==> config.mk <==
export PLATFORM = sky130hd
export DESIGN_NAME = encode_sched_flat
export DESIGN_NICKNAME = d
export VERILOG_FILES = /design/src/rtl/encode_pkg.sv /design/src/rtl/encode_sched_if.sv /design/src/rtl/encode_rr_arb.sv /design/src/rtl/encode_sched.sv /design/src/flat_wrapper.sv
export SDC_FILE = /design/constraint.sdc
export NUM_CORES = 1
export LEC_CHECK = 0
export ABC_CLOCK_PERIOD_IN_PS = 3510
export CAP_MARGIN = 40
export CORE_AREA = 2 2 95 120
export DETAILED_ROUTE_END_ITERATION = 7
export DIE_AREA = 0 0 97 122
export PLACE_DENSITY = 0.74
export RECOVER_POWER = 100
export SYNTH_ARGS = -nofsm -noshare
export SYNTH_HDL_FRONTEND = slang
export SYNTH_HIERARCHICAL = 1
export SYNTH_SLANG_ARGS = --single-unit
==> constraint.sdc <==
create_clock -name clk -period 3.51 [get_ports clk]
set_input_delay 0.8775 -clock clk [delete_from_list [all_inputs] [get_ports clk]]
set_output_delay 0.8775 -clock clk [all_outputs]
set_load 0.005 [all_outputs]
==> src/rtl/encode_pkg.sv <==
// Shared types and constants for the two-requester LZS encode scheduler.
package encode_pkg;

    localparam int LZF_WIDTH_DEF = 20;
    localparam int WORD_BYTES    = 8;

    typedef enum logic [2:0] {
        IDLE  = 3'd0,
        LOAD  = 3'd1,
        RUN   = 3'd2,
        ABORT = 3'd3,
        DONE  = 3'd4
    } state_e;

    // Number of 64-bit source words needed to carry len bytes.
    function automatic logic [31:0] ceil_words(input logic [31:0] len);
        return (len + 32'(WORD_BYTES - 1)) / 32'(WORD_BYTES);
    endfunction

endpackage

==> src/rtl/encode_sched_if.sv <==
// Requester, encode-core and completion signals of the scheduler in one bundle.
interface encode_sched_if
    import encode_pkg::*;
#(
    parameter int LZF_WIDTH = LZF_WIDTH_DEF
) ();

    logic                 req0_valid;
    logic [LZF_WIDTH-1:0] req0_len;
    logic                 req0_last;
    logic                 req0_ready;
    logic                 req1_valid;
    logic [LZF_WIDTH-1:0] req1_len;
    logic                 req1_last;
    logic                 req1_ready;
    logic                 src_sel;
    logic                 src_getn0;
    logic                 src_getn1;
    logic                 dst_putn0;
    logic                 dst_putn1;
    logic                 ce;
    logic [LZF_WIDTH-1:0] fi_cnt;
    logic                 m_last;
    logic                 m_src_getn;
    logic                 m_dst_putn;
    logic                 m_endn;
    logic                 done0;
    logic                 done1;
    logic [LZF_WIDTH-1:0] done_olen;
    logic                 done_err;

    modport slave (
        input  req0_valid, req0_len, req0_last, req1_valid, req1_len, req1_last,
        input  m_src_getn, m_dst_putn, m_endn,
        output req0_ready, req1_ready, src_sel, src_getn0, src_getn1,
        output dst_putn0, dst_putn1, ce, fi_cnt, m_last,
        output done0, done1, done_olen, done_err
    );

    modport master (
        output req0_valid, req0_len, req0_last, req1_valid, req1_len, req1_last,
        output m_src_getn, m_dst_putn, m_endn,
        input  req0_ready, req1_ready, src_sel, src_getn0, src_getn1,
        input  dst_putn0, dst_putn1, ce, fi_cnt, m_last,
        input  done0, done1, done_olen, done_err
    );

endinterface

==> src/rtl/encode_rr_arb.sv <==
// Two-way round-robin arbiter; priority moves away from a requester once its job completes.
module encode_rr_arb
    import encode_pkg::*;
(
    input  logic       clk,
    input  logic       rstn,
    input  logic [1:0] valid_i,
    input  logic       upd_i,
    input  logic       served_i,
    output logic       gnt_o,
    output logic       gnt_vld_o
);

    logic prio_q;
    logic prio_d;

    // Favour the requester that was not served last.
    always_comb begin
        prio_d = upd_i ? !served_i : prio_q;
    end

    // Priority register, reset favours requester 0.
    always_ff @(posedge clk) begin
        if (!rstn) begin
            prio_q <= 1'b0;
        end else begin
            prio_q <= prio_d;
        end
    end

    assign gnt_vld_o = |valid_i;
    assign gnt_o     = (valid_i == 2'b11) ? prio_q : valid_i[1];

endmodule

==> src/rtl/encode_sched.sv <==
// Shares one LZS encode core between two requesters: arbitration, core load, strobe
// steering, word counting, watchdog and per-job completion status.
module encode_sched
    import encode_pkg::*;
#(
    parameter int LZF_WIDTH = LZF_WIDTH_DEF,
    parameter int TIMEOUT   = 4096,
    parameter int TO_WIDTH  = 13
) (
    input  logic          clk,
    input  logic          rstn,
    encode_sched_if.slave bus
);

    state_e               state_q, state_d;
    logic [LZF_WIDTH-1:0] len_q, len_d, in_cnt_q, in_cnt_d, out_cnt_q, out_cnt_d;
    logic [LZF_WIDTH-1:0] olen_q, olen_d, limit_s;
    logic                 last_q, last_d, sel_q, sel_d, err_q, err_d, ab_q, ab_d;
    logic                 done0_q, done0_d, done1_q, done1_d, derr_q, derr_d;
    logic [TO_WIDTH-1:0]  wd_q, wd_d;
    logic                 gnt_s, gnt_vld_s, hs_s, run_s, done_st_s;
    logic                 get_s, put_s, end_s, overrun_s, timeout_s, get_fwd_s;

    encode_rr_arb u_arb (
        .clk       (clk),
        .rstn      (rstn),
        .valid_i   ({bus.req1_valid, bus.req0_valid}),
        .upd_i     (done_st_s),
        .served_i  (sel_q),
        .gnt_o     (gnt_s),
        .gnt_vld_o (gnt_vld_s)
    );

    assign limit_s   = LZF_WIDTH'(ceil_words(32'(len_q)));
    assign run_s     = (state_q == RUN);
    assign done_st_s = (state_q == DONE);
    assign hs_s      = (state_q == IDLE) && gnt_vld_s;
    assign get_s     = run_s && !bus.m_src_getn;
    assign put_s     = run_s && !bus.m_dst_putn;
    assign end_s     = run_s && !bus.m_endn;
    // A read beyond the job's word count is swallowed rather than passed to the source.
    assign overrun_s = get_s && (in_cnt_q == limit_s);
    assign get_fwd_s = get_s && !overrun_s;
    assign timeout_s = run_s && !get_s && !put_s && !end_s
                       && (wd_q == TO_WIDTH'(TIMEOUT - 1));

    assign bus.req0_ready = hs_s && !gnt_s;
    assign bus.req1_ready = hs_s && gnt_s;
    assign bus.ce         = run_s;
    assign bus.src_sel    = sel_q;
    assign bus.fi_cnt     = len_q;
    assign bus.m_last     = last_q;
    assign bus.src_getn0  = !(get_fwd_s && !sel_q);
    assign bus.src_getn1  = !(get_fwd_s && sel_q);
    assign bus.dst_putn0  = !(put_s && !sel_q);
    assign bus.dst_putn1  = !(put_s && sel_q);
    assign bus.done0      = done0_q;
    assign bus.done1      = done1_q;
    assign bus.done_olen  = olen_q;
    assign bus.done_err   = derr_q;

    // Job sequencing, counters and watchdog.
    always_comb begin
        state_d   = state_q;
        len_d     = len_q;
        last_d    = last_q;
        sel_d     = sel_q;
        err_d     = err_q;
        in_cnt_d  = in_cnt_q;
        out_cnt_d = out_cnt_q;
        wd_d      = '0;
        ab_d      = 1'b0;
        done0_d   = 1'b0;
        done1_d   = 1'b0;
        olen_d    = olen_q;
        derr_d    = derr_q;
        case (state_q)
            IDLE: begin
                if (hs_s) begin
                    len_d     = gnt_s ? bus.req1_len : bus.req0_len;
                    last_d    = gnt_s ? bus.req1_last : bus.req0_last;
                    sel_d     = gnt_s;
                    err_d     = 1'b0;
                    in_cnt_d  = '0;
                    out_cnt_d = '0;
                    state_d   = (len_d == LZF_WIDTH'(0)) ? DONE : LOAD;
                end else begin
                    state_d = IDLE;
                end
            end
            LOAD: state_d = RUN;
            RUN: begin
                wd_d      = (get_s || put_s || end_s) ? '0 : wd_q + TO_WIDTH'(1);
                in_cnt_d  = get_fwd_s ? in_cnt_q + LZF_WIDTH'(1) : in_cnt_q;
                out_cnt_d = put_s ? out_cnt_q + LZF_WIDTH'(1) : out_cnt_q;
                if (overrun_s || timeout_s) begin
                    err_d   = 1'b1;
                    state_d = ABORT;
                end else if (end_s) begin
                    state_d = DONE;
                end else begin
                    state_d = RUN;
                end
            end
            ABORT: begin
                ab_d    = 1'b1;
                state_d = ab_q ? DONE : ABORT;
            end
            DONE: begin
                done0_d = !sel_q;
                done1_d = sel_q;
                olen_d  = out_cnt_q;
                derr_d  = err_q;
                state_d = IDLE;
            end
            default: state_d = IDLE;
        endcase
    end

    // State and datapath registers with synchronous reset.
    always_ff @(posedge clk) begin
        if (!rstn) begin
            state_q   <= IDLE;
            len_q     <= '0;
            last_q    <= 1'b0;
            sel_q     <= 1'b0;
            err_q     <= 1'b0;
            in_cnt_q  <= '0;
            out_cnt_q <= '0;
            wd_q      <= '0;
            ab_q      <= 1'b0;
            done0_q   <= 1'b0;
            done1_q   <= 1'b0;
            olen_q    <= '0;
            derr_q    <= 1'b0;
        end else begin
            state_q   <= state_d;
            len_q     <= len_d;
            last_q    <= last_d;
            sel_q     <= sel_d;
            err_q     <= err_d;
            in_cnt_q  <= in_cnt_d;
            out_cnt_q <= out_cnt_d;
            wd_q      <= wd_d;
            ab_q      <= ab_d;
            done0_q   <= done0_d;
            done1_q   <= done1_d;
            olen_q    <= olen_d;
            derr_q    <= derr_d;
        end
    end

endmodule

==> src/flat_wrapper.sv <==
// flat-port wrapper written by rule: the top's interface ports become plain ports
module encode_sched_flat import encode_pkg::*;
#(
    parameter int LZF_WIDTH = LZF_WIDTH_DEF,
    parameter int TIMEOUT   = 4096,
    parameter int TO_WIDTH  = 13
)
  (clk, rstn, bus_req0_valid, bus_req0_len, bus_req0_last, bus_req1_valid, bus_req1_len, bus_req1_last, bus_m_src_getn, bus_m_dst_putn, bus_m_endn, bus_req0_ready, bus_req1_ready, bus_src_sel, bus_src_getn0, bus_src_getn1, bus_dst_putn0, bus_dst_putn1, bus_ce, bus_fi_cnt, bus_m_last, bus_done0, bus_done1, bus_done_olen, bus_done_err);
  encode_sched_if #(.LZF_WIDTH(LZF_WIDTH)) bus_i ();
  input  logic clk;
  input  logic rstn;
  input wire logic [$bits(bus_i.req0_valid)-1:0] bus_req0_valid;
  input wire logic [$bits(bus_i.req0_len)-1:0] bus_req0_len;
  input wire logic [$bits(bus_i.req0_last)-1:0] bus_req0_last;
  input wire logic [$bits(bus_i.req1_valid)-1:0] bus_req1_valid;
  input wire logic [$bits(bus_i.req1_len)-1:0] bus_req1_len;
  input wire logic [$bits(bus_i.req1_last)-1:0] bus_req1_last;
  input wire logic [$bits(bus_i.m_src_getn)-1:0] bus_m_src_getn;
  input wire logic [$bits(bus_i.m_dst_putn)-1:0] bus_m_dst_putn;
  input wire logic [$bits(bus_i.m_endn)-1:0] bus_m_endn;
  output wire logic [$bits(bus_i.req0_ready)-1:0] bus_req0_ready;
  output wire logic [$bits(bus_i.req1_ready)-1:0] bus_req1_ready;
  output wire logic [$bits(bus_i.src_sel)-1:0] bus_src_sel;
  output wire logic [$bits(bus_i.src_getn0)-1:0] bus_src_getn0;
  output wire logic [$bits(bus_i.src_getn1)-1:0] bus_src_getn1;
  output wire logic [$bits(bus_i.dst_putn0)-1:0] bus_dst_putn0;
  output wire logic [$bits(bus_i.dst_putn1)-1:0] bus_dst_putn1;
  output wire logic [$bits(bus_i.ce)-1:0] bus_ce;
  output wire logic [$bits(bus_i.fi_cnt)-1:0] bus_fi_cnt;
  output wire logic [$bits(bus_i.m_last)-1:0] bus_m_last;
  output wire logic [$bits(bus_i.done0)-1:0] bus_done0;
  output wire logic [$bits(bus_i.done1)-1:0] bus_done1;
  output wire logic [$bits(bus_i.done_olen)-1:0] bus_done_olen;
  output wire logic [$bits(bus_i.done_err)-1:0] bus_done_err;
  assign bus_i.req0_valid = bus_req0_valid;
  assign bus_i.req0_len = bus_req0_len;
  assign bus_i.req0_last = bus_req0_last;
  assign bus_i.req1_valid = bus_req1_valid;
  assign bus_i.req1_len = bus_req1_len;
  assign bus_i.req1_last = bus_req1_last;
  assign bus_i.m_src_getn = bus_m_src_getn;
  assign bus_i.m_dst_putn = bus_m_dst_putn;
  assign bus_i.m_endn = bus_m_endn;
  assign bus_req0_ready = bus_i.req0_ready;
  assign bus_req1_ready = bus_i.req1_ready;
  assign bus_src_sel = bus_i.src_sel;
  assign bus_src_getn0 = bus_i.src_getn0;
  assign bus_src_getn1 = bus_i.src_getn1;
  assign bus_dst_putn0 = bus_i.dst_putn0;
  assign bus_dst_putn1 = bus_i.dst_putn1;
  assign bus_ce = bus_i.ce;
  assign bus_fi_cnt = bus_i.fi_cnt;
  assign bus_m_last = bus_i.m_last;
  assign bus_done0 = bus_i.done0;
  assign bus_done1 = bus_i.done1;
  assign bus_done_olen = bus_i.done_olen;
  assign bus_done_err = bus_i.done_err;
  encode_sched #(.LZF_WIDTH(LZF_WIDTH), .TIMEOUT(TIMEOUT), .TO_WIDTH(TO_WIDTH)) u_core (.clk(clk), .rstn(rstn), .bus(bus_i));
endmodule
==> reports/metrics.csv, run 1 <==
metric,value,unit
Finish-stage setup viols,0,
CTS tree,yes,
die height,122,um
Post-synth EDFFs,0,
Total Power,2.895,mW
share of cells above drive strength 1,0.1248,
htree depth,3,
HPWL after DPL,10.03,mm
Worst-Margin Slew,1.238,ns
Max Cap Viol,0,
CP arrival,2.60,ns
clk slew on worst S/H paths,0.07,ns
Net Switching,0.7801,mW
Netlist cell types,68,
Pins Over Slew Limit,0,
family with the most delay on the worst path,compound AO/OA/AOI/OAI gates,
Compound-Gate Fraction of Synth Area,0.1617,
vias in the first global route,4856,
clock latency on the worst-skew pair,0.35,ns
drt wl/cell,15.43,um
pin count of the biggest net entering global routing,47,
Final min period,3.476,ns
Layout Nets,784,
logic gate share of total power,0.184,
Synth area leaders,"dfxtp_1, nand2_1, nor2_1, xnor2_1, mux2i_1",
core box area,10810,um^2
status,"finished, final reports clean",
Hold Crit Class,flop to flop,
die width,97,um
crit-path max cell delay,0.40,ns
Hold Path Origin,u_core/bus.done_olen[19]$_SDFFE_PN0P_,
DRT iter0 DRCs,153,
RSZ-0062 raised after global routing,yes,
ant diodes,0,
R2R Path End,u_core/err_q$_SDFFE_PN0P_,
initial core utilization,0.4857,
total grt overflow,0,
clock network fraction of design power,0.376,
mux contribution to synthesized area,0.04621,
Synth-to-Final Area Change,32.11,%
cell internal pwr,2.115,mW
CP Data Required Time,2.63,ns
Fmax achieved,0.2877,GHz
Root Driver,clkbuf_16,
top_reg_cell synth,dfxtp_1,
area share of the largest cell type after synthesis,0.3964,
Synth Area in Simple Gates,0.2656,
drt first pass iters,4,
IO buf count,100,
GPL Wtd Cong,0.8860,
sequential area share after synthesis,0.3964,
Static Leak,2.530,nW
initial antenna violation count,0,
io pins,101,
crit path max-delay cell type,or3b_1,
Residual DRC,0,
largest family of logic cells by synthesized area,simple AND/OR/NAND/NOR gates,
"Net Count, Synth",664,
kind of critical path,flop to primary output,
Post-synth ARST share,0,
Syn Inst Count,612,
global-route wire length before repair,22.09,mm
final setup skew,0.004601,ns
Synthesis Warnings,6,
Slew HR,0.1746,
worst r2r path cells,10,
synthesized area,5253,um^2
Die Area,11830,um^2
hold depth,2,
Total Wirelength,13.45,mm
number of synthesized register bits,104,
clock buffer depth,2,
post-synthesis adder-cell area fraction,0.007146,
Final Core Density,0.6417,
final hold violations,0,
portion of total power attributed to sequential cells,0.440,
CTS Hold Bufs,0,
average cell area after synthesis,8.583,um^2
cell row count,43,
Critical R2R Launch,u_core/bus.fi_cnt[2]$_SDFFE_PN0P_,
Final ANT Viol Nets,0,
xor and xnor fraction of the mapped netlist area,0.08171,
Crit. End Element,primary output,
CP Buf/Inv Count,2,
Via density,5.617,
period utilization,0.9904,
switch share,0.2695,
startpoint types,flop,
"most used cell, CP",buf_6,
peak supply drop,0.0002337,V
"setup slack, reg-to-reg",0.44,ns
via count,4898,
Critical Path Fanout Max,6,
Yosys top cell by area,dfxtp_1,
All-Layer GR Usage,0.2275,
pwr dens,417.2,nW/um^2
CP Cell Sequence,o311ai_4 -> nor4_4 -> or3b_1 -> a221oi_2 -> nand4_4 -> o21ai_4 -> buf_6 -> or2_4 -> buf_6,
CTS Buf Count,9,
CTS sink cnt,104,
Hold EP,u_core/bus.done_olen[19]$_SDFFE_PN0P_,
==> cell families (layout without fill, tap and decap cells) <==
family | after synthesis | count (layout)
flops | 104 | 104
compound gates | 115 | 115
simple gates | 274 | 274
mux | 24 | 24
fa+ha+maj | 3 | 3
xor+xnor | 49 | 49
buf+inv | 43 | 168
==> cell type report <==
class	instances	area, um^2
Fill cell	890	3875
Multi-Input combinational cell	465	3034
Sequential cell	104	2093
Timing Repair Buffer	137	1260
Clock buffer	9	225.2
Tap cell	135	168.9
Clock inverter	7	101.3
Inverter	15	56.30
==> power groups by stage <==
| stage | Combinational (mW) | Clock, mW | Sequential, mW |
|---|---|---|---|
| global placement | 0.509 | 0 | 1.29 |
| detailed placement | 0.515 | 0 | 1.30 |
| finish | 0.534 | 1.09 | 1.27 |
| floorplan | 0.273 | 0 | 1.30 |
| global route | 0.580 | 1.16 | 1.28 |
| CTS | 0.534 | 1.12 | 1.27 |
==> through the flow <==
step	cells	setup WS, ns	instance area [um^2]	TNS, ns	hold slack, ns
6_report	872	0.03359	6939	0	0.4503
5_1_grt	872	-0.04370	6939	-0.04370	0.4743
4_1_cts	871	0.06937	6928	0	0.4567
3_5_place_dp	848	0.04673	6497	0	0.4464
3_3_place_gp	848	0.09485	6497	0	0.4371
2_1_floorplan	612	0.4829	5253	0	0.4258
==> what timing repair did <==
item	4_1_cts	5_1_grt
setup buffers	7	1
setup endpoints to repair	2	2
gates resized for setup	20	7
pin swaps	9	8
==> placed cells by master (no fill, tap or decap), types with 3 or more instances in the layout <==
cell | netlist | final
nor2_1 | 71 | 71
nor3_1 | 10 | 8
xor2_1 | 23 | 23
ha_1 | 3 | 3
o21ai_0 | 11 | 11
and2_1 | 4 | 4
o31ai_1 | 4 | 4
a21oi_2 | 7 | 7
a211oi_1 | 22 | 22
nand2b_1 | 3 | 3
inv_1 | 15 | 15
and4_1 | 4 | 4
clkbuf_16 | 0 | 9
mux2i_1 | 22 | 21
or3_1 | 8 | 8
and3_1 | 17 | 17
a21oi_1 | 37 | 37
clkbuf_1 | 18 | 5
xnor2_1 | 26 | 26
nand4_1 | 8 | 8
o211ai_1 | 9 | 9
nand2_1 | 81 | 80
nor4_1 | 12 | 12
nand4b_1 | 3 | 3
dfxtp_1 | 104 | 99
or4_1 | 8 | 8
dlygate4sd3_1 | 0 | 37
dfxtp_2 | 0 | 3
clkdlybuf4s50_1 | 0 | 61
buf_4 | 1 | 31
o21ai_2 | 4 | 4
nand3_1 | 24 | 23
==> worst register-to-register path, cell delays in order, from the launching register on <==
cell and delay [ns]:
dfxtp_4 0.37, o311ai_4 0.36, nor4_4 0.07, or3b_1 0.40, a221oi_2 0.36, nand4_4 0.15
buf_4 0.17, buf_4 0.15, nor3_1 0.48, o21ai_0 0.31, a21oi_1 0.19
==> flip-flops by register name, indices dropped and copies added, names as in the netlist, 3 cells and up <==
| register | count |
|---|---|
| u_core/state_q | 3 |
| u_core/out_cnt_q | 20 |
| u_core/in_cnt_q | 20 |
| u_core/bus.fi_cnt | 20 |
| u_core/bus.done_olen | 20 |
| u_core/wd_q | 13 |
==> synth_stat cells, drive strengths merged (3+ instances only) <==
| master | n |
|---|---|
| a211oi | 22 |
| a21oi | 44 |
| and2 | 4 |
| and3 | 17 |
| and4 | 4 |
| buf | 8 |
| clkbuf | 20 |
| dfxtp | 104 |
| ha | 3 |
| inv | 15 |
| mux2i | 22 |
| nand2 | 81 |
| nand2b | 3 |
| nand3 | 24 |
| nand3b | 3 |
| nand4 | 11 |
| nand4b | 3 |
| nor2 | 71 |
| nor3 | 10 |
| nor4 | 14 |
| o211ai | 9 |
| o21ai | 17 |
| o31ai | 4 |
| or2 | 3 |
| or3 | 8 |
| or4 | 9 |
| xnor2 | 26 |
| xor2 | 23 |
==> how the worst max path moves through the flow <==
stage	start	end	slack [ns]	depth (start not counted)
2_1_floorplan	u_core/bus.fi_cnt[10]$_SDFFE_PN0P_	bus_src_getn0	0.48	7
3_3_place_gp	u_core/bus.fi_cnt[0]$_SDFFE_PN0P_	bus_src_getn0	0.09	8
3_5_place_dp	u_core/bus.fi_cnt[2]$_SDFFE_PN0P_	bus_src_getn0	0.05	8
4_1_cts	u_core/bus.fi_cnt[2]$_SDFFE_PN0P_	bus_src_getn1	0.07	9
5_1_grt	u_core/bus.fi_cnt[2]$_SDFFE_PN0P_	bus_src_getn0	-0.04	9
6_report	u_core/bus.fi_cnt[2]$_SDFFE_PN0P_	bus_src_getn0	0.03	9
==> layer usage <==
| metal | GRT usage | up-vias | wire length [um] |
|---|---|---|---|
| met3 | 0.05221 | 46 | 717 |
| met4 | 0.1215 | 0 | 549 |
| met1 | 0.2394 | 2271 | 5390 |
| met2 | 0.4210 | 151 | 6797 |
| met5 | 0 | - | 0 |
| li1 | - | 2430 | - |
Note: power is estimated with default switching activity, not from simulation.
==> inputs of run 2 (changes only) <==
--- a/config.mk
+++ b/config.mk
@@ -7,11 +7,12 @@
 export LEC_CHECK = 0
 export ABC_CLOCK_PERIOD_IN_PS = 3510
 export CAP_MARGIN = 40
-export CORE_AREA = 2 2 95 120
+export CORE_AREA = 2 2 107 135
 export DETAILED_ROUTE_END_ITERATION = 7
-export DIE_AREA = 0 0 97 122
-export PLACE_DENSITY = 0.74
+export DIE_AREA = 0 0 109 137
+export PLACE_DENSITY = 0.6
 export RECOVER_POWER = 100
+export SKIP_CTS_REPAIR_TIMING = 1
 export SYNTH_ARGS = -nofsm -noshare
 export SYNTH_HDL_FRONTEND = slang
 export SYNTH_HIERARCHICAL = 1
==> reports/metrics.csv, run 2 (synthesized netlist as in run 1, its figures left out) <==
metric,value,unit
status,"finished, final reports clean",
gr busiest metal,met2,
Static Leak,2.494,nW
initial antenna violation count,0,
pin count of the biggest net entering global routing,49,
Root Driver,clkbuf_16,
io pins,101,
Die Area,14930,um^2
portion of total power attributed to sequential cells,0.461,
ant diodes,0,
Slew HR,0.3059,
CP Data Required Time,2.63,ns
most frequent cells in the layout,"dfxtp_1, nand2_1, nor2_1",
cell internal pwr,1.969,mW
Layout Nets,782,
clock network fraction of design power,0.349,
CTS Buf Count,9,
Synth-to-Final Area Change,31.80,%
logic gate share of total power,0.189,
final setup margin,0.06999,ns
CTS sink cnt,104,
startpoint types,primary input,
fillers,1281,
period utilization,0.9801,
HPWL after DPL,10.55,mm
die height,137,um
GRT met2 Usage,0.3492,
clock latency on the worst-skew pair,0.35,ns
CP arrival,2.56,ns
Max Cap Viol,0,
Total Power,2.759,mW
GRT met3 Usage,0.04000,
Critical Path Fanout Max,3,
setup total negative slack,0,ns
final setup skew,0.008893,ns
kind of critical path,primary input to primary output,
share of cells above drive strength 1,0.1197,
GPL Wtd Cong,0.8426,
Worst-Margin Slew,1.041,ns
cell row count,48,
CTS tree,yes,
"most used cell, CP",clkdlybuf4s50_1,
CP Cell Sequence,clkdlybuf4s50_1 -> nor4b_1 -> nand2b_1 -> clkdlybuf4s50_1,
clk slew on worst S/H paths,0.07,ns
switch share,0.2862,
Net Switching,0.7898,mW
crit path max-delay cell type,nor4b_1,
global-route wire length before repair,22.60,mm
"most common cell after layout, fill and taps aside",dfxtp_1,
vias in the first global route,4729,
htree depth,3,
final hold violations,0,
die width,109,um
total grt overflow,0,
initial core utilization,0.3853,
peak supply drop,0.0002024,V
fin area,6923,um^2
IO buf count,100,
drt wl/cell,15.18,um
Hold Crit Class,flop to flop,
drt first pass iters,4,
Total Wirelength,13.81,mm
Place WS,0.03388,ns
Crit. End Element,primary output,
Residual DRC,0,
Via density,5.289,
DRT iter0 DRCs,215,
Fmax achieved,0.2907,GHz
Placement Cell Area,6570,um^2
CP Buf/Inv Count,2,
via count,4813,
RSZ-0062 raised after global routing,no,
M1 GR Usage,0.2147,
crit-path max cell delay,0.61,ns
Non-Filler Instances,910,
All-Layer GR Usage,0.1913,
Final Core Density,0.5078,
clock buffer depth,2,
hold_ws,0.4528,ns
core box area,13630,um^2
family with the most delay on the worst path,buffers and inverters,
Final min period,3.440,ns
Pins Over Slew Limit,0,
Final ANT Viol Nets,0,
Cells after DPL,891,
pwr dens,398.6,nW/um^2
Finish-stage setup viols,0,
-- run 2: changes by cell type in the layout (fill, tap and decap cells not counted), moves of 3 or more --
cell,change
dfxtp_2,+4
buf_4,-6
clkbuf_1,+4
dlygate4sd3_1,+8
dfxtp_1,-3
clkdlybuf4s50_1,-8
-- run 2: final cells by class --
type,instances,area [um^2],area share
multi-input combinational,465,3029,0.4376
timing repair buffer,135,1232,0.1780
clock inverter,7,66.31,0.009579
sequential,104,2095,0.3025
tap,175,219.0,0.03163
clock buffer,9,225.2,0.03253
inverter,15,56.30,0.008133
-- run 2: path summary, 6_finish.rpt --
check	slack, ns	depth (start not counted)	startpoint	to
setup reg to reg	0.29	10	u_core/bus.fi_cnt[2]$_SDFFE_PN0P_	u_core/in_cnt_q[6]$_SDFFE_PN0P_
setup / recovery	0.07	4	bus_m_dst_putn	bus_dst_putn0
hold reg to reg	0.45	2	u_core/bus.done_olen[15]$_SDFFE_PN0P_	u_core/bus.done_olen[15]$_SDFFE_PN0P_
hold / removal	0.45	2	u_core/bus.done_olen[15]$_SDFFE_PN0P_	u_core/bus.done_olen[15]$_SDFFE_PN0P_
-- run 2: layer usage --
metal	part of all wire	wire [um]
met1	0.41	5714
met2	0.52	7122
met3	0.041	564
met4	0.030	412
met5	0	0
-- run 2: worst reg2reg max path, stage by stage, from the launching register on --
cell	delay [ns]
dfxtp_4	0.38
o311ai_4	0.38
nor4_4	0.07
or3b_4	0.39
a221oi_4	0.31
nand4_4	0.14
clkbuf_1	0.20
o21ai_2	0.67
clkbuf_1	0.29
o21ai_0	0.16
a21oi_2	0.15
-- run 2: power by group through the flow --
stage / clock, mW / combinational (mW) / sequential [mW]
after global routing: 1.04 / 0.571 / 1.28
after detailed placement: 0 / 0.521 / 1.30
after global placement: 0 / 0.519 / 1.29
after CTS: 0.997 / 0.524 / 1.27
after floorplan: 0 / 0.273 / 1.30
final: 0.964 / 0.523 / 1.27
==> inputs of run 3 (changes only) <==
--- a/config.mk
+++ b/config.mk
@@ -5,12 +5,13 @@
 export SDC_FILE = /design/constraint.sdc
 export NUM_CORES = 1
 export LEC_CHECK = 0
+export ABC_AREA = 1
 export ABC_CLOCK_PERIOD_IN_PS = 3510
 export CAP_MARGIN = 40
-export CORE_AREA = 2 2 107 135
+export CORE_AREA = 2 2 111 140
 export DETAILED_ROUTE_END_ITERATION = 7
-export DIE_AREA = 0 0 109 137
-export PLACE_DENSITY = 0.6
+export DIE_AREA = 0 0 113 142
+export PLACE_DENSITY = 0.59
 export RECOVER_POWER = 100
 export SKIP_CTS_REPAIR_TIMING = 1
 export SYNTH_ARGS = -nofsm -noshare
==> reports/metrics.csv, run 3 <==
metric,value,unit
startpoint types,primary input,
clk slew on worst S/H paths,0.08,ns
RSZ-0062 raised after global routing,no,
"count leader, synth",nand2_1,
drt wl/cell,13.50,um
Hold EP,u_core/wd_q[0]$_SDFF_PP0_,
hold depth,1,
Final ANT Viol Nets,0,
clock latency on the worst-skew pair,0.36,ns
crit-path max cell delay,0.52,ns
GRT met3 Usage,0.03365,
worst r2r path cells,14,
Hold Crit Class,flop to flop,
via count,5526,
Root Driver,clkbuf_16,
gr busiest metal,met2,
average cell area after synthesis,6.538,um^2
peak supply drop,0.0002688,V
clock network fraction of design power,0.339,
Total Power,3.048,mW
CTS tree,yes,
Max Cap Viol,2,
failing checks,"DRC, capacitance limit, slew limit",
Synthesis Warnings,6,
pwr dens,425.2,nW/um^2
Syn Inst Count,860,
vias in the first global route,5298,
kind of critical path,primary input to primary output,
R2R Path End,u_core/in_cnt_q[19]$_SDFFE_PN0P_,
DRT iter0 DRCs,188,
area share of the largest cell type after synthesis,0.3703,
switch share,0.3284,
IO buf count,100,
Hold Path Origin,u_core/wd_q[0]$_SDFF_PP0_,
global-route wire length before repair,25.55,mm
CTS Buf Count,9,
All-Layer GR Usage,0.1967,
"most used cell, CP",nor2_1,
Layout Nets,1007,
cell row count,50,
period utilization,0.9549,
CTS sink cnt,104,
Via density,4.839,
Final min period,3.352,ns
final setup margin,0.1585,ns
initial antenna violation count,0,
die height,142,um
Slew HR,-0.1343,
io pins,101,
CP Cell Sequence,dlygate4sd3_1 -> inv_1 -> nor2_1 -> clkinv_1 -> nor2_1 -> clkdlybuf4s50_1,
initial core utilization,0.3808,
Total Wirelength,15.41,mm
drt first pass iters,6,
Place WS,0.2197,ns
core box area,14760,um^2
share of cells above drive strength 1,0.06563,
"setup slack, reg-to-reg",0.48,ns
Worst-Margin Slew,1.701,ns
Post-synth ARST share,0,
most frequent cells after synthesis,"nand2_1, nor2_1, dfxtp_1",
Fmax achieved,0.2984,GHz
most frequent cells in the layout,"nand2_1, nor2_1, dfxtp_1",
pin count of the biggest net entering global routing,53,
"most common cell after layout, fill and taps aside",nand2_1,
GRT met2 Usage,0.3650,
Pins Over Slew Limit,74,
crit path max-delay cell type,dlygate4sd3_1,
"Net Count, Synth",912,
Non-Filler Instances,1142,
synthesized area,5623,um^2
Crit. End Element,primary output,
final setup skew,0.01046,ns
HPWL after DPL,11.85,mm
Net Switching,1.001,mW
Cells after DPL,1126,
Critical Path Fanout Max,4,
number of synthesized register bits,104,
status,finished with violations,
Die Area,16050,um^2
portion of total power attributed to sequential cells,0.435,
GPL Wtd Cong,0.8705,
fillers,1548,
logic gate share of total power,0.226,
die width,113,um
CP arrival,2.47,ns
Yosys top cell by area,dfxtp_1,
Static Leak,2.847,nW
M1 GR Usage,0.2306,
Synth area leaders,"dfxtp_1, nand2_1, nor2_1, a21oi_1, inv_1",
sequential area share after synthesis,0.3703,
final hold violations,0,
Critical R2R Launch,u_core/bus.fi_cnt[14]$_SDFFE_PN0P_,
Netlist cell types,38,
Residual DRC,2,
Synth-to-Final Area Change,27.48,%
clock buffer depth,2,
htree depth,3,
ant diodes,0,
cell internal pwr,2.047,mW
Finish-stage setup viols,0,
CP Data Required Time,2.63,ns
top_reg_cell synth,dfxtp_1,
total grt overflow,0,
Post-synth EDFFs,0,
[run 3: cell count changes in the layout (fill, tap and decap cells not counted), moves of 9 or more]
cell and delta:
nand2_1 +136, inv_1 +78, nor2_1 +40, a21oi_1 +35, o21ai_0 +32, nand3_1 +31
a211oi_1 -20, mux2i_1 -19, buf_4 -17, nor3_1 +17, and3_1 -16, xnor2_1 -14
o211ai_1 -9
[run 3: area by class of cell]
cell class / count / area (um^2) / share of cell area
Multi-Input combinational cell: 627 / 3054 / 0.4261
Sequential cell: 104 / 2100 / 0.2929
Timing Repair Buffer: 116 / 1117 / 0.1559
Inverter: 97 / 364.1 / 0.05079
Tap cell: 182 / 227.7 / 0.03177
Clock buffer: 9 / 225.2 / 0.03142
Clock inverter: 7 / 80.08 / 0.01117
[run 3: worst max-delay path, delay by kind of cell]
kind / cells / cell delay (ns)
simple gates: 2 / 0.38
buf+inv: 4 / 1.21
[run 3: worst max-delay path by stage]
stage                                       startpoint              to  cells past startpoint
floorplan                               bus_req0_valid  bus_req1_ready                      6
global placement                        bus_req1_valid  bus_req1_ready                      6
detailed placement                      bus_req1_valid  bus_req1_ready                      6
CTS                 u_core/bus.fi_cnt[10]$_SDFFE_PN0P_   bus_src_getn1                     13
global route         u_core/bus.fi_cnt[4]$_SDFFE_PN0P_   bus_src_getn0                     13
finish                                  bus_req1_valid  bus_req1_ready                      6
[run 3: layer usage]
layer	vias up	share of wire
met5	-	0
met3	13	0.043
li1	2942	-
met4	0	0.012
met1	2482	0.43
met2	89	0.51
[run 3: per-stage QoR]
stage	hold slack, ns	setup TNS, ns	utilization	area, um^2
5_1_grt	0.4924	0	0.4855	7168
3_5_place_dp	0.4439	0	0.4637	6847
4_1_cts	0.4574	-0.02814	0.4844	7152
2_1_floorplan	0.4175	0	-	5623
6_report	0.4622	0	0.4855	7168
3_3_place_gp	0.4336	0	0.4619	6819
[run 3: kinds of logic (layout without fill, tap and decap cells)]
group,Yosys count,in the layout,share of synthesized area
AND/OR/NAND/NOR,464,464,0.3607
buffers and inverters,129,229,0.09145
AO/OA/AOI/OAI,122,122,0.1110
flip-flops,104,104,0.3703
XOR/XNOR,35,35,0.05452
adder cells (fa/ha/maj),3,3,0.006676
multiplexers,3,3,0.005341
[run 3: power by group through the flow]
stage | registers (mW) | logic (mW) | clock network, mW
finish | 1.33 | 0.689 | 1.03
global placement | 1.35 | 0.705 | 0
global route | 1.34 | 0.773 | 1.10
detailed placement | 1.35 | 0.708 | 0
CTS | 1.32 | 0.710 | 1.07
floorplan | 1.33 | 0.404 | 0
==> RTL edit (settings of run 3) <==
`wd_q` no longer has a reset.
--- a/src/rtl/encode_sched.sv
+++ b/src/rtl/encode_sched.sv
@@ -127,7 +127,6 @@
             err_q     <= 1'b0;
             in_cnt_q  <= '0;
             out_cnt_q <= '0;
-            wd_q      <= '0;
             ab_q      <= 1'b0;
             done0_q   <= 1'b0;
             done1_q   <= 1'b0;
@@ -141,7 +140,6 @@
             err_q     <= err_d;
             in_cnt_q  <= in_cnt_d;
             out_cnt_q <= out_cnt_d;
-            wd_q      <= wd_d;
             ab_q      <= ab_d;
             done0_q   <= done0_d;
             done1_q   <= done1_d;
@@ -150,5 +148,9 @@
         end
     end
 
+    always_ff @(posedge clk) begin
+        wd_q <= wd_d;
+    end
+
 endmodule
 
Behaviour: same outputs for any inputs over 4 cycles, from zero or initial values and one cycle with rstn low; that may be too few to reach the edited logic, so the function may still have changed.
==> RTL edit against run 3 <==
The flow finishes with violations (design-rule violations); design area increased by 0.23%; critical path depth up 7; register-to-register slack better by 0.59 ns; combinational power down 11%; synthesized area fell by 0.51%; routed wire length is 8.1% higher; sequential cell count unchanged; setup slack worse by 0.0068 ns; total power down 3.3%.
==> RTL edit: results (changes against run 3) <==
** GRT
- Maximum number of pins on one net before global-route repair :: 35 (-34%)
- Met2 global-route usage :: 0.384 (+0.0186)
- The first-pass GRT wire length was 27,300 um (+6.7%).
- Total routing resource utilization after global routing :: 0.212 (+0.0150)
- Vias in the first global route :: 5,427 (+2.4%)
- Met3 global-route usage :: 0.0332 (-0.000426)
- The routing usage on met1 is 0.251 (+0.0204).

** Placement
- Cell count after placement :: 1,131 (+0.44%)
- Dpl hpwl :: 12,700 um (+7.4%)
- The standard cell area after detailed placement came to 6800 um^2 (-0.71%).
- The pre-CTS worst setup slack was 0.191 ns (-0.0290 ns).
- Routability cong. :: 0.868 (-0.29%)

** Drt
- Post-route DRC :: 4 (+2)
- Drt total wl :: 16,700 um (+8.1%)
- Via count :: 5,689 (+2.9%)
- The iteration-0 DRC count of the detailed router is 337 (+79%).
- The number of detailed-route iterations in the first pass came to 7 (+1).

** Synthesis
- In the synthesized netlist, the cells that appear most often are sky130_fd_sc_hd__nand2_1, sky130_fd_sc_hd__nor2_1, sky130_fd_sc_hd__dfxtp_1.
- The post-synth net total came to 918 (+0.66%).
- The synthesized area divided by synthesized cell count was 6.46 um^2 (-1.2%).
- Top post-synthesis cells by area :: sky130_fd_sc_hd__dfxtp_1, sky130_fd_sc_hd__nand2_1, sky130_fd_sc_hd__nor2_1
- Part of the Yosys area used for sequential elements :: 0.372 (+0.00190)
- The unique cell type count in the Yosys netlist came to 36 (-5.3%).

** Power and ir drop
- Max VDD drop :: 0.322 mV (+20%)
- Pleak :: 0.00278 uW (-2.4%)

** Setup path
- The number of cell instances on the worst register-to-register path is 15 (+1).
- FF-to-FF Start :: u_core/bus.fi_cnt[6]$_SDFFE_PN0P_

** Clock tree
- The clock buffer count from CTS was 9 (unchanged).

** Run status
- The final reports fail on design-rule violations.
- Outcome :: complete, but fails checks

** Timing
- The worst hold slack after final layout is 0.452 ns (-0.0105 ns).
- Worst-margin pin slew :: 1.41 ns (-0.287 ns)
- Fin Clk Skew :: 0.00487 ns (-0.00559 ns)

** Finish
- Final nets :: 1,015 (+0.79%)
- The fraction of final layout cells sized beyond drive strength 1 was 0.0775 (+0.0119).
- The count of non-filler cells in the finished layout came to 1,150 (+0.70%).
[RTL edit: report_power, final]
part | internal [uW] | switching (uW) | total, uW
Clock | 594 | 441 | 1030
Sequential | 1240 | 64.2 | 1300
Combinational | 263 | 350 | 613
Total | 2090 | 855 | 2950
[RTL edit: critical path, cell delays in order (launching register included)]
cell                              delay (ns)
sky130_fd_sc_hd__dfxtp_2                0.38
sky130_fd_sc_hd__nand2_1                0.11
sky130_fd_sc_hd__nor2_2                 0.14
sky130_fd_sc_hd__nand3_2                0.15
sky130_fd_sc_hd__nor2_2                 0.15
sky130_fd_sc_hd__nand3_1                0.09
sky130_fd_sc_hd__nand2_1                0.06
sky130_fd_sc_hd__nand2_1                0.09
sky130_fd_sc_hd__nor2_4                 0.16
sky130_fd_sc_hd__nand3_2                0.11
sky130_fd_sc_hd__nand2_4                0.06
sky130_fd_sc_hd__inv_1                  0.08
sky130_fd_sc_hd__nand2_1                0.06
sky130_fd_sc_hd__clkdlybuf4s50_1        0.50
[RTL edit: area by class of cell]
type                    count  area, um^2
well taps                 182         228
clock buffers              12         256
clock inverters             4        52.6
flip-flops and latches    104        2110
multi-input cells         640        3070
repair buffers            119        1130
inverters                  89         334
fillers                  1553        7580
[RTL edit: worst max path at each step]
| stage | depth (start not counted) | from | end | slack (ns) |
|---|---|---|---|---|
| floorplan | 15 | u_core/bus.fi_cnt[7]$_SDFFE_PN0P_ | bus_src_getn0 | 1.01 |
| global placement | 6 | bus_req0_valid | bus_req0_ready | 0.17 |
| detailed placement | 6 | bus_req0_valid | bus_req0_ready | 0.19 |
| CTS | 13 | u_core/bus.fi_cnt[7]$_SDFFE_PN0P_ | bus_src_getn1 | -0.09 |
| global route | 15 | u_core/bus.fi_cnt[11]$_SDFFE_PN0P_ | bus_src_getn1 | -0.005 |
| finish | 13 | u_core/bus.fi_cnt[6]$_SDFFE_PN0P_ | bus_src_getn0 | 0.15 |
[RTL edit: layer usage]
metal	vias to the layer above	routed length [um]
met3	29	574
met2	107	8430
met5	-	0
met1	2565	7250
met4	0	409
li1	2988	-
[RTL edit: cells by family (layout without fill, tap and decap cells)]
| kind of cell | count (synthesis) | in the layout | synth area share |
|---|---|---|---|
| buf+inv | 122 | 224 | 0.0866 |
| xor+xnor | 26 | 26 | 0.0407 |
| fa+ha+maj | 3 | 3 | 0.00671 |
| simple gates | 474 | 474 | 0.366 |
| compound gates | 137 | 137 | 0.128 |
| flops | 104 | 104 | 0.372 |
